$ cat src/rtl/lcd_pkg.sv
// Shared types and constants for the HD44780 LCD driver: FSM states,
// power-on init command ROM and the opcodes that need the long execution wait.
package lcd_pkg;

  typedef enum logic [2:0] {
    ST_POWERUP,
    ST_INIT,
    ST_IDLE,
    ST_SETUP,
    ST_PULSE,
    ST_HOLD,
    ST_EXEC
  } lcd_state_e;

  localparam int FIFO_DEPTH = 4;
  localparam int FIFO_W     = 9;

  localparam int INIT_LEN = 4;
  // Function set 8-bit/2-line, display on, clear, entry mode increment.
  localparam logic [INIT_LEN-1:0][7:0] INIT_ROM = {8'h06, 8'h01, 8'h0C, 8'h38};

  localparam logic [7:0] CMD_CLEAR    = 8'h01;
  localparam logic [7:0] CMD_HOME     = 8'h02;
  localparam logic [7:0] CMD_HOME_ALT = 8'h03;

  function automatic logic is_long_cmd(input logic rs, input logic [7:0] data);
    return !rs && ((data == CMD_CLEAR) || (data == CMD_HOME) || (data == CMD_HOME_ALT));
  endfunction

endpackage

$ cat src/rtl/lcd_fifo.sv
// Small synchronous FIFO buffering {RS,data} entries for the LCD driver.
// Full is judged on the registered count, so a write into a full FIFO is refused even if a pop happens that cycle.
module lcd_fifo #(
  parameter int DEPTH = 4,
  parameter int WIDTH = 9
) (
  input  logic                     clk_i,
  input  logic                     rst_i,
  input  logic                     wr_i,
  input  logic [WIDTH-1:0]         wdata_i,
  input  logic                     rd_i,
  output logic [WIDTH-1:0]         rdata_o,
  output logic                     full_o,
  output logic                     empty_o,
  output logic [$clog2(DEPTH):0]   count_o
);

  localparam int AW = $clog2(DEPTH);
  localparam int CW = AW + 1;

  logic [WIDTH-1:0] mem_q [DEPTH];
  logic [AW-1:0]    wptr_q;
  logic [AW-1:0]    rptr_q;
  logic [CW-1:0]    count_q;
  logic             do_wr;
  logic             do_rd;

  assign full_o  = (count_q == CW'(DEPTH));
  assign empty_o = (count_q == '0);
  assign count_o = count_q;
  assign do_wr   = wr_i && !full_o;
  assign do_rd   = rd_i && !empty_o;
  assign rdata_o = mem_q[rptr_q];

  // Pointers wrap naturally; DEPTH is expected to be a power of two.
  always_ff @(posedge clk_i or posedge rst_i) begin
    if (rst_i) begin
      wptr_q  <= '0;
      rptr_q  <= '0;
      count_q <= '0;
    end else begin
      if (do_wr) wptr_q <= wptr_q + 1'b1;
      if (do_rd) rptr_q <= rptr_q + 1'b1;
      count_q <= count_q + CW'(do_wr) - CW'(do_rd);
    end
  end

  always_ff @(posedge clk_i) begin
    if (do_wr) mem_q[wptr_q] <= wdata_i;
  end

endmodule

$ cat src/rtl/lcd_driver.sv
// Serialises LCD register stores into HD44780 8-bit write cycles, running the
// power-up wait and init command sequence after every reset.
module lcd_driver
  import lcd_pkg::*;
#(
  parameter int T_POWERUP   = 750000,
  parameter int T_SETUP     = 2,
  parameter int T_PULSE     = 12,
  parameter int T_HOLD      = 2,
  parameter int T_EXEC      = 2000,
  parameter int T_EXEC_LONG = 82000
) (
  input  logic        clk,
  input  logic        reset,
  input  logic        i_lcd_wr,
  input  logic [31:0] i_lcd_word,
  output logic [7:0]  o_lcd_data,
  output logic        o_lcd_rs,
  output logic        o_lcd_rw,
  output logic        o_lcd_en,
  output logic        o_lcd_on,
  output logic        o_busy,
  output logic        o_overflow
);

  function automatic int max_of(input int a, input int b);
    return (a > b) ? a : b;
  endfunction

  localparam int T_MAX = max_of(max_of(max_of(T_POWERUP, T_EXEC_LONG), max_of(T_EXEC, T_PULSE)),
                                max_of(T_SETUP, T_HOLD));
  localparam int CNT_W = $clog2(T_MAX) + 1;

  lcd_state_e          state_q;
  logic [CNT_W-1:0]    cnt_q;
  logic [2:0]          init_idx_q;
  logic                fetched_q;
  logic [FIFO_W-1:0]   hold_q;
  logic [7:0]          data_q;
  logic                rs_q;
  logic                en_q;
  logic                on_q;
  logic                ovf_q;

  logic                fifo_full;
  logic                fifo_empty;
  logic                fifo_pop;
  logic [FIFO_W-1:0]   fifo_rdata;
  logic [2:0]          unused_fifo_count;
  logic                unused_word_bits;
  logic                cnt_zero;
  logic                init_done;

  assign unused_word_bits = ^{i_lcd_word[30:10], i_lcd_word[8]};
  assign cnt_zero  = (cnt_q == '0);
  assign init_done = (init_idx_q == 3'(INIT_LEN));

  // Pop either in IDLE or on the EXEC->IDLE edge so queued entries follow with one IDLE cycle.
  assign fifo_pop = !fifo_empty && !fetched_q &&
                    ((state_q == ST_IDLE) || ((state_q == ST_EXEC) && cnt_zero && init_done));

  lcd_fifo #(
    .DEPTH (FIFO_DEPTH),
    .WIDTH (FIFO_W)
  ) u_fifo (
    .clk_i   (clk),
    .rst_i   (reset),
    .wr_i    (i_lcd_wr),
    .wdata_i ({i_lcd_word[9], i_lcd_word[7:0]}),
    .rd_i    (fifo_pop),
    .rdata_o (fifo_rdata),
    .full_o  (fifo_full),
    .empty_o (fifo_empty),
    .count_o (unused_fifo_count)
  );

  always_ff @(posedge clk) begin
    if (fifo_pop) hold_q <= fifo_rdata;
  end

  always_ff @(posedge clk or posedge reset) begin
    if (reset) begin
      state_q    <= ST_POWERUP;
      cnt_q      <= CNT_W'(T_POWERUP - 1);
      init_idx_q <= '0;
      fetched_q  <= 1'b0;
      data_q     <= '0;
      rs_q       <= 1'b0;
      en_q       <= 1'b0;
    end else begin
      cnt_q <= cnt_zero ? cnt_q : cnt_q - 1'b1;
      if (fifo_pop) fetched_q <= 1'b1;
      case (state_q)
        ST_POWERUP: if (cnt_zero) state_q <= ST_INIT;
        ST_INIT: begin
          data_q     <= INIT_ROM[init_idx_q[1:0]];
          rs_q       <= 1'b0;
          init_idx_q <= init_idx_q + 1'b1;
          cnt_q      <= CNT_W'(T_SETUP - 1);
          state_q    <= ST_SETUP;
        end
        ST_IDLE: if (fetched_q) begin
          {rs_q, data_q} <= hold_q;
          fetched_q      <= 1'b0;
          cnt_q          <= CNT_W'(T_SETUP - 1);
          state_q        <= ST_SETUP;
        end
        ST_SETUP: if (cnt_zero) begin
          en_q    <= 1'b1;
          cnt_q   <= CNT_W'(T_PULSE - 1);
          state_q <= ST_PULSE;
        end
        ST_PULSE: if (cnt_zero) begin
          en_q    <= 1'b0;
          cnt_q   <= CNT_W'(T_HOLD - 1);
          state_q <= ST_HOLD;
        end
        ST_HOLD: if (cnt_zero) begin
          cnt_q   <= is_long_cmd(rs_q, data_q) ? CNT_W'(T_EXEC_LONG - 1) : CNT_W'(T_EXEC - 1);
          state_q <= ST_EXEC;
        end
        ST_EXEC: if (cnt_zero) state_q <= init_done ? ST_IDLE : ST_INIT;
        default: begin
          en_q    <= 1'b0;
          state_q <= ST_POWERUP;
        end
      endcase
    end
  end

  // Backlight follows every store, even ones the full FIFO refuses.
  always_ff @(posedge clk or posedge reset) begin
    if (reset) begin
      on_q  <= 1'b0;
      ovf_q <= 1'b0;
    end else begin
      if (i_lcd_wr) on_q <= i_lcd_word[31];
      if (i_lcd_wr && fifo_full) ovf_q <= 1'b1;
    end
  end

  assign o_lcd_data = data_q;
  assign o_lcd_rs   = rs_q;
  assign o_lcd_rw   = 1'b0;
  assign o_lcd_en   = en_q;
  assign o_lcd_on   = on_q;
  assign o_overflow = ovf_q;
  assign o_busy     = !((state_q == ST_IDLE) && fifo_empty && !fetched_q);

endmodule

$ cat config.mk
export PLATFORM = sky130hd
export DESIGN_NAME = lcd_driver
export DESIGN_NICKNAME = d
export VERILOG_FILES = /design/src/rtl/lcd_pkg.sv /design/src/rtl/lcd_fifo.sv /design/src/rtl/lcd_driver.sv
export SDC_FILE = /design/constraint.sdc
export NUM_CORES = 1
export LEC_CHECK = 0
export CAP_MARGIN = 20
export CORE_MARGIN = 1.5
export CORE_UTILIZATION = 28
export CTS_CLUSTER_DIAMETER = 80
export DETAILED_ROUTE_END_ITERATION = 8
export MAX_ROUTING_LAYER = met4
export PLACE_DENSITY = 0.56
export SLEW_MARGIN = 40
export SYNTH_ARGS = -nofsm -noshare
export SYNTH_HDL_FRONTEND = slang
export SYNTH_SLANG_ARGS = --single-unit
export TNS_END_PERCENT = 20
$ cat constraint.sdc
create_clock -name clk -period 4 [get_ports clk]
set_clock_uncertainty 0.05 [all_clocks]
set_input_delay 0.4 -clock clk [delete_from_list [all_inputs] [get_ports clk]]
set_output_delay 0.4 -clock clk [all_outputs]
set_load 0.01 [all_outputs]
Word-level counts from Yosys, hierarchy flattened
Memories as Yosys holds them, arrays and structs flattened. A register that Yosys moved wholly into a read port is not among the register bits.
Cells that the tools add are included.
{"block": "totals", "wordCells": 93, "mem_bits_rw": 36, "ff_bits": 47, "mem_count": 1, "inputBits": 35, "output_inout_bits": 14}
{"memory": "u_fifo.mem_q", "words": 4, "width": 9, "read_ports": 1, "rd_clocked_by_memory_dff": 1, "wr": 1, "line_no": "lcd_fifo.sv:21", "text": "logic [WIDTH-1:0] mem_q [DEPTH];"}
{"block": "classes", "n_mux": 29, "n_addsub": 6, "n_reduce_logical": 26, "bitwise_logic": 1, "magnitude_cmp": 1, "n_eq_ne": 17}
{"operator": "2-to-1 mux 21 bit", "n": 5}
{"operator": "case mux 21 bit (5 select lines)", "n": 1}
{"operator": "zero test 21 bit", "n": 1}
{"operator": "case mux 3 bit (7 select lines)", "n": 1}
{"operator": "subtractor 21 x 1 -> 21 bit, second input constant", "n": 1}
{"operator": "2-to-1 mux 3 bit", "n": 6}
{"operator": "2-to-1 mux 17 bit", "n": 1}
{"operator": "binary-select mux 8 bit (select 2 bit)", "n": 1}
{"operator": "equality test 8 x 2 -> 1 bit, second input constant", "n": 2}
{"operator": "2-to-1 mux 8 bit", "n": 2}
{"operator": "case mux 8 bit (2 select lines)", "n": 1}
{"operator": "equality test 3 bit, second input constant", "n": 5}
{"operator": "inequality test 2 bit, second input constant", "n": 6}
{"operator": "logical AND 1 bit", "n": 10}
{"operator": "equality test 8 x 1 -> 1 bit, second input constant", "n": 1}
{"operator": "2-to-1 mux 1 bit", "n": 8}
{"operator": "equality test 3 x 2 -> 1 bit, second input constant", "n": 2}
{"operator": "zero test 3 bit", "n": 2}
{"operator": "AND reduction 6 bit", "n": 1}
{"operator": "zero test 1 bit", "n": 5}
{"operator": "OR reduction 5 bit", "n": 1}
{"operator": "adder 2 x 1 -> 2 bit, second input constant", "n": 2}
{"operator": "adder 3 x 1 -> 3 bit", "n": 1}
{"operator": "adder 3 x 1 -> 3 bit, second input constant", "n": 1}
{"operator": "other kinds (11)", "n": 13}

Depth between registers and ports, before layout
{"block": "depth", "ltp_word": 8, "ltp_mapped": 13, "depth_no_buf": 13}

By module
From an unflattened synthesis, not the netlist that was laid out.
{"block": "hier_totals", "cells_unflattened": 335, "hier_area_um2": 4282.9}
{"mod": "lcd_driver", "seq_area_each_um2": 1287.5, "cells_each": 246, "area_each_um2": 2509.9, "n_inst": 1}
{"mod": "lcd_fifo", "seq_area_each_um2": 1256.2, "cells_each": 89, "area_each_um2": 1773.0, "n_inst": 1}

Least setup slack after synthesis
Ideal clock, no wire load.
{"block": "synth_path", "path_type": "register to register", "from": "reg cnt_q[0]", "to": "reg u_fifo.count_q[2], in the netlist u_fifo.count_o[2]", "path_stages_with_launch": 14, "path_buffers": 0, "t_arrival_ps": 2608, "synth_period_minus_slack_ps": 2781, "required_time_ps": 3827, "slack_ps": 1219, "setup_ps": 123, "path_cell_list": "dfstp_2 > inv_1 > ha_1 > nor4b_2 > nand2_1 > o31ai_2 > nand2_1 > inv_1 > ha_1 > inv_1 > ha_1 > inv_1 > fa_1 > xnor2_1"}
{"block": "synth_between", "elab_chain_len": 7}
{"element": "start, declared", "line_no": "lcd_driver.sv:35", "text": "logic [CNT_W-1:0] cnt_q;"}
{"element": "start signal, assigned", "line_no": "lcd_driver.sv:84", "text": "cnt_q <= CNT_W'(T_POWERUP - 1);"}
{"element": "start signal, assigned", "line_no": "lcd_driver.sv:91", "text": "cnt_q <= cnt_zero ? cnt_q : cnt_q - 1'b1;"}
{"element": "start signal, assigned", "line_no": "lcd_driver.sv:99", "text": "cnt_q <= CNT_W'(T_SETUP - 1);"}
{"element": "zero test 21 bit", "line_no": "lcd_driver.sv:55", "text": "assign cnt_zero = (cnt_q == '0);"}
{"element": "logical AND 1 bit (2 in series)", "line_no": "lcd_driver.sv:60", "text": "((state_q == ST_IDLE) || ((state_q == ST_EXEC) && cnt_zero && init_done));"}
{"element": "logical OR 1 bit", "line_no": "lcd_driver.sv:60"}
{"element": "logical AND 1 bit", "line_no": "lcd_driver.sv:59", "text": "assign fifo_pop = !fifo_empty && !fetched_q &&"}
{"element": "logical AND 1 bit", "line_no": "lcd_fifo.sv:32", "text": "assign do_rd = rd_i && !empty_o;"}
{"element": "via u_fifo.do_rd", "line_no": "lcd_fifo.sv:26", "text": "logic do_rd;"}
{"element": "subtractor 3 x 1 -> 3 bit", "line_no": "lcd_fifo.sv:44", "text": "count_q <= count_q + CW'(do_wr) - CW'(do_rd);"}
{"element": "end signal, assigned", "line_no": "lcd_fifo.sv:44"}
{"element": "end, declared", "line_no": "lcd_fifo.sv:24", "text": "logic [CW-1:0] count_q;"}
The timed path passes the listed nets, and every way through them passes these cells.
A chain may end at the register's enable or synchronous reset.

Worst setup path after layout
{"block": "layout_path", "from": "reg cnt_q[10]", "to": "reg u_fifo.count_q[2], in the netlist u_fifo.count_o[2]"}
The elaborated chain is that of the path after synthesis.

==> flow_results.org <==
** Outcome
- Status :: finished clean

** Synthesis
- Of the post-synthesis cell area, the part taken by muxes is 5.91%.
- Summing the areas of all compound-gate instances in the mapped netlist gives 10.5% of the synthesized area.
- For this run, asynchronously set or reset flops after synthesis account for 51.1%.
- Post-Synthesis Cell Area :: roughly 4300 µm²
- Synth Register Bits :: 92
- Yosys mapped the design onto 65 distinct sky130hd cell types.
- Count of flip-flops with a built-in enable after synthesis :: 45
- Total nets after synthesis :: roughly 380
- A synthesized cell averages 12.8 µm².
- In this run the biggest area consumer among cell types represents 31.5% of the synthesized area.
- Sequential cells were found to cover 59.2% of the synthesized design area.
- Yosys synthesis warning count :: 0
- Synthesis produced 335 cells.
- Cell types with the largest area share after synthesis :: sky130_fd_sc_hd__edfxtp_1 (31%), sky130_fd_sc_hd__dfrtp_1 (20%), sky130_fd_sc_hd__dfstp_2 (8.0%)
- Dominant cell type by area after synthesis :: sky130_fd_sc_hd__edfxtp_1
- Most used flip-flop cell after synthesis :: sky130_fd_sc_hd__edfxtp_1
- Main combinational cell family by area after synthesis :: simple AND/OR/NAND/NOR gates
- Synth Area in Adders :: under 10%
- Of the total synthesized cell area, the portion taken by AND, OR, NAND and NOR gates is 13.5%.
- After Yosys synthesis, XOR and XNOR cells account for 3.67% of the synthesized area.

** Place
- Prior to clock tree synthesis, the placed netlist has a worst setup slack of 0.985 ns.
- The congestion estimate from routability-driven global placement came to approximately 0.81.
- Estimated wirelength of the detail-placed design :: 5760 µm
- Input and output buffers added on the ports amount to 25.

** STA
- The number of hold violations in the final report was 0.
- For the pin with the worst max-slew slack, the measured transition is 0.756 ns.
- The final number of max-transition violations was 0.
- Number of setup violations in the final report :: 0
- RSZ-0062 raised after global routing :: no
- FMAX :: 335 MHz
- Crit path setup slack, layout :: 1.01 ns
- Headroom to the max-slew limit came out at between 40 and 50%.
- Shortest period the worst path allows :: around 3.0 ns
- In the final timing run, aggregate negative setup slack is 0 ns.
- Final Cycle Share :: 74.7%

** Finish
- The layout has 1501 filler cells.
- Most common cell after layout, fill and taps aside :: sky130_fd_sc_hd__edfxtp_1
- Post-synthesis to final-layout area growth :: 17.5%
- # diodes :: 0
- Layout cells sized above 1 :: 16.2%
- Most frequent cells in the layout :: sky130_fd_sc_hd__edfxtp_1 (45), sky130_fd_sc_hd__dfrtp_1 (34), sky130_fd_sc_hd__clkdlybuf4s50_1 (25)
- The net count of the finished layout is 408.

** Clock network
- H-Tree Level Count :: 3
- Buffers added to address setup during post-CTS repair amount to 0.
- Counting the buffers created by CTS gives 9.
- The clock passes through at most 2 buffers.
- Clock slew seen by the registers of the worst setup and hold paths :: approximately 0.070 ns
- Once the clock tree was built, the resizer swapped 0 gates to a different size.
- For this design, the sink count on the clock tree is between 90 and 100.
- Clock latency at the later pin of the worst-skew pair :: 0.35 ns
- The number of hold buffers added after CTS was 0.
- TritonCTS clock tree :: done
- CTS root buffer :: sky130_fd_sc_hd__clkbuf_16

** Worst setup path
- Delay of the slowest cell on the worst path :: 0.53 ns
- Reg-to-Reg Start :: cnt_q[10]
- At the worst endpoint, the required time is around 4.2 ns.
- Worst Setup End Kind :: register
- The largest individual stage delay along the critical path comes from the cell sky130_fd_sc_hd__nor4_2.
- Critical Path Source Type :: register
- In this run the worst setup path begins at cnt_q[10].
- The worst register-to-register path has a depth of 12.
- The worst setup path is of the reg -> reg kind.
- CP max FO :: 11
- At the worst endpoint, the arrival time is 3.18 ns.
- By instance count, the cell type seen most on the critical path is sky130_fd_sc_hd__inv_1.
- Cell-by-cell listing of the critical path :: nor4_2 -> nand4_1 -> buf_4 -> o31ai_2 -> nand2_1 -> inv_1 -> ha_1 -> inv_1 -> ha_1 -> inv_1 -> fa_1 -> xnor2_1
- For flop-to-flop paths, the worst setup slack is between 1 and 1.5 ns.
- Endpoint of the worst-slack reg-to-reg timing path :: u_fifo.count_o[2]
- Critical Path Sink :: u_fifo.count_o[2]

** Die
- Total I/O pin count :: 49
- Chip height :: 127 µm
- Placeable core area :: ~15000 µm²
- The die covers 16100 µm².
- The floorplan has 45 rows.
- Die Span X :: around 130 µm
- Initial Utilization :: 28.5%

** Global route
- Grt ovf :: 0
- The first global-routing pass estimated 13500 µm of wire.
- Overall Global Routing Usage :: 11.2%
- Via count of the first global-routing pass :: ~2700
- Maximum number of pins on one net before global-route repair :: 48
- Number of antenna violations at the first check in global routing :: 0

** Routing
- The first routing iteration left roughly 110 violations.
- Via total after detailed routing :: 2673
- After detailed routing, the total wire length is 8140 µm.
- In this run the remaining antenna-violating nets after routing total 0.
- Mean number of vias per cell :: 4.83
- Count of unresolved DRC violations after routing :: 0
- For this run, the detailed router's first-pass iteration total came to 4.
- Average wire length per cell after detail routing :: 14.7 µm

** Pwr
- Reported leakage power :: 1.85 nW
- Across the VDD grid, the largest voltage drop is 0.000269 V.
- Power spread over the standard cell area amounts to 447 nW/µm².

** Min path
- Hold Path Class :: in -> async

** Flow run
- The tool flagged a number of max-cap violations equal to 0.
-- stage by stage --
stage | cell area [µm²] | hold slack [ns] | util [%] | std cells | total power (W)
CTS | 5040 | 0.430 | 33.4 | 553 | 0.00229
global placement | 4730 | 0.413 | 31.4 | 537 | 0.00139
floorplan | 4290 | 0.395 | - | 335 | 0.00131
detailed placement | 4740 | 0.421 | 31.4 | 537 | 0.00140
global route | 5040 | 0.443 | 33.4 | 553 | 0.00237
finish | 5040 | 0.419 | 33.4 | 553 | 0.00226
-- final cells by class --
cell class                      count  area, µm²  area share [%]
Tap cell                          188        235            4.66
Clock buffer                       10        229            4.54
Inverter                           17       66.3            1.31
Multi-Input combinational cell    213       1630            32.3
Clock inverter                      6       76.3            1.51
Sequential cell                    92       2540            50.4
Timing Repair Buffer               27        265            5.26
-- registers in the layout, summed over array words and instances, names as in the netlist --
| register | cells |
|---|---|
| init_idx_q | 3 |
| u_fifo.wptr_q | 2 |
| u_fifo.count_o | 3 |
| o_lcd_rs | 1 |
| cnt_q | 21 |
| state_q | 3 |
| o_overflow | 1 |
| hold_q | 9 |
| o_lcd_en | 1 |
| u_fifo.rptr_q | 2 |
| o_lcd_on | 1 |
| o_lcd_data | 8 |
| u_fifo.mem_q | 36 |
| fetched_q | 1 |
-- critical path: cells and delay by family, from the launching register on --
kind | cells | cell delay [ns]
flip-flops | 1 | 0.44
AND/OR/NAND/NOR | 3 | 0.84
adder cells (fa/ha/maj) | 3 | 0.71
buffers and inverters | 4 | 0.42
AO/OA/AOI/OAI | 1 | 0.27
XOR/XNOR | 1 | 0.13
-- power by group --
part	total (W)	switching, W	internal (W)
Clock	0.000880	0.000383	0.000497
Sequential	0.00116	0.0000454	0.00111
Combinational	0.000219	0.000124	0.0000947
-- logic make-up (layout without fill, tap and decap cells) --
logic type | count (synthesis) | count (layout)
other | 1 | 1
XOR/XNOR | 18 | 18
adder cells (fa/ha/maj) | 14 | 14
multiplexers | 14 | 14
AND/OR/NAND/NOR | 98 | 98
buffers and inverters | 30 | 60
flip-flops | 92 | 92
AO/OA/AOI/OAI | 68 | 68
-- per-layer routing --
layer / routed length (µm) / track usage, % / vias up
li1: - / - / 1289
met1: 3440 / 12.3 / 1328
met2: 4310 / 19.4 / 42
met3: 217 / 2.40 / 14
met4: 175 / 5.41 / 0
met5: 0 / - / -
-- Yosys cell counts, types with 3 or more instances --
cell type and instances:
sky130_fd_sc_hd__nor4_1 3, sky130_fd_sc_hd__a21oi_1 15, sky130_fd_sc_hd__nand2b_1 3, sky130_fd_sc_hd__buf_2 3
sky130_fd_sc_hd__nand3_1 9, sky130_fd_sc_hd__o31ai_1 3, sky130_fd_sc_hd__or3_1 3, sky130_fd_sc_hd__clkbuf_1 6
sky130_fd_sc_hd__o21ai_0 14, sky130_fd_sc_hd__dfstp_2 13, sky130_fd_sc_hd__nand4_1 3, sky130_fd_sc_hd__nor2_1 20
sky130_fd_sc_hd__o21ai_1 9, sky130_fd_sc_hd__nor2b_1 3, sky130_fd_sc_hd__ha_1 12, sky130_fd_sc_hd__a22o_1 3
sky130_fd_sc_hd__edfxtp_1 45, sky130_fd_sc_hd__nor3_1 7, sky130_fd_sc_hd__mux4_2 9, sky130_fd_sc_hd__xor2_1 7
sky130_fd_sc_hd__and2_1 5, sky130_fd_sc_hd__nand2_1 20, sky130_fd_sc_hd__xnor2_1 11, sky130_fd_sc_hd__a211oi_1 3
sky130_fd_sc_hd__dfrtp_1 34, sky130_fd_sc_hd__inv_1 16, sky130_fd_sc_hd__mux2i_1 4, sky130_fd_sc_hd__nor4_2 5
-- worst min path at each step --
stage	end	from	slack [ns]	cells past startpoint
final	u_fifo.count_o[1]	reset	0.42	2
after global routing	init_idx_q[2]	init_idx_q[2]	0.44	1
after detailed placement	init_idx_q[2]	init_idx_q[2]	0.42	1
after floorplan	init_idx_q[2]	init_idx_q[2]	0.39	1
after CTS	init_idx_q[2]	init_idx_q[2]	0.43	1
after global placement	init_idx_q[2]	init_idx_q[2]	0.41	1
No activity file was read; power rests on OpenSTA's default activity.
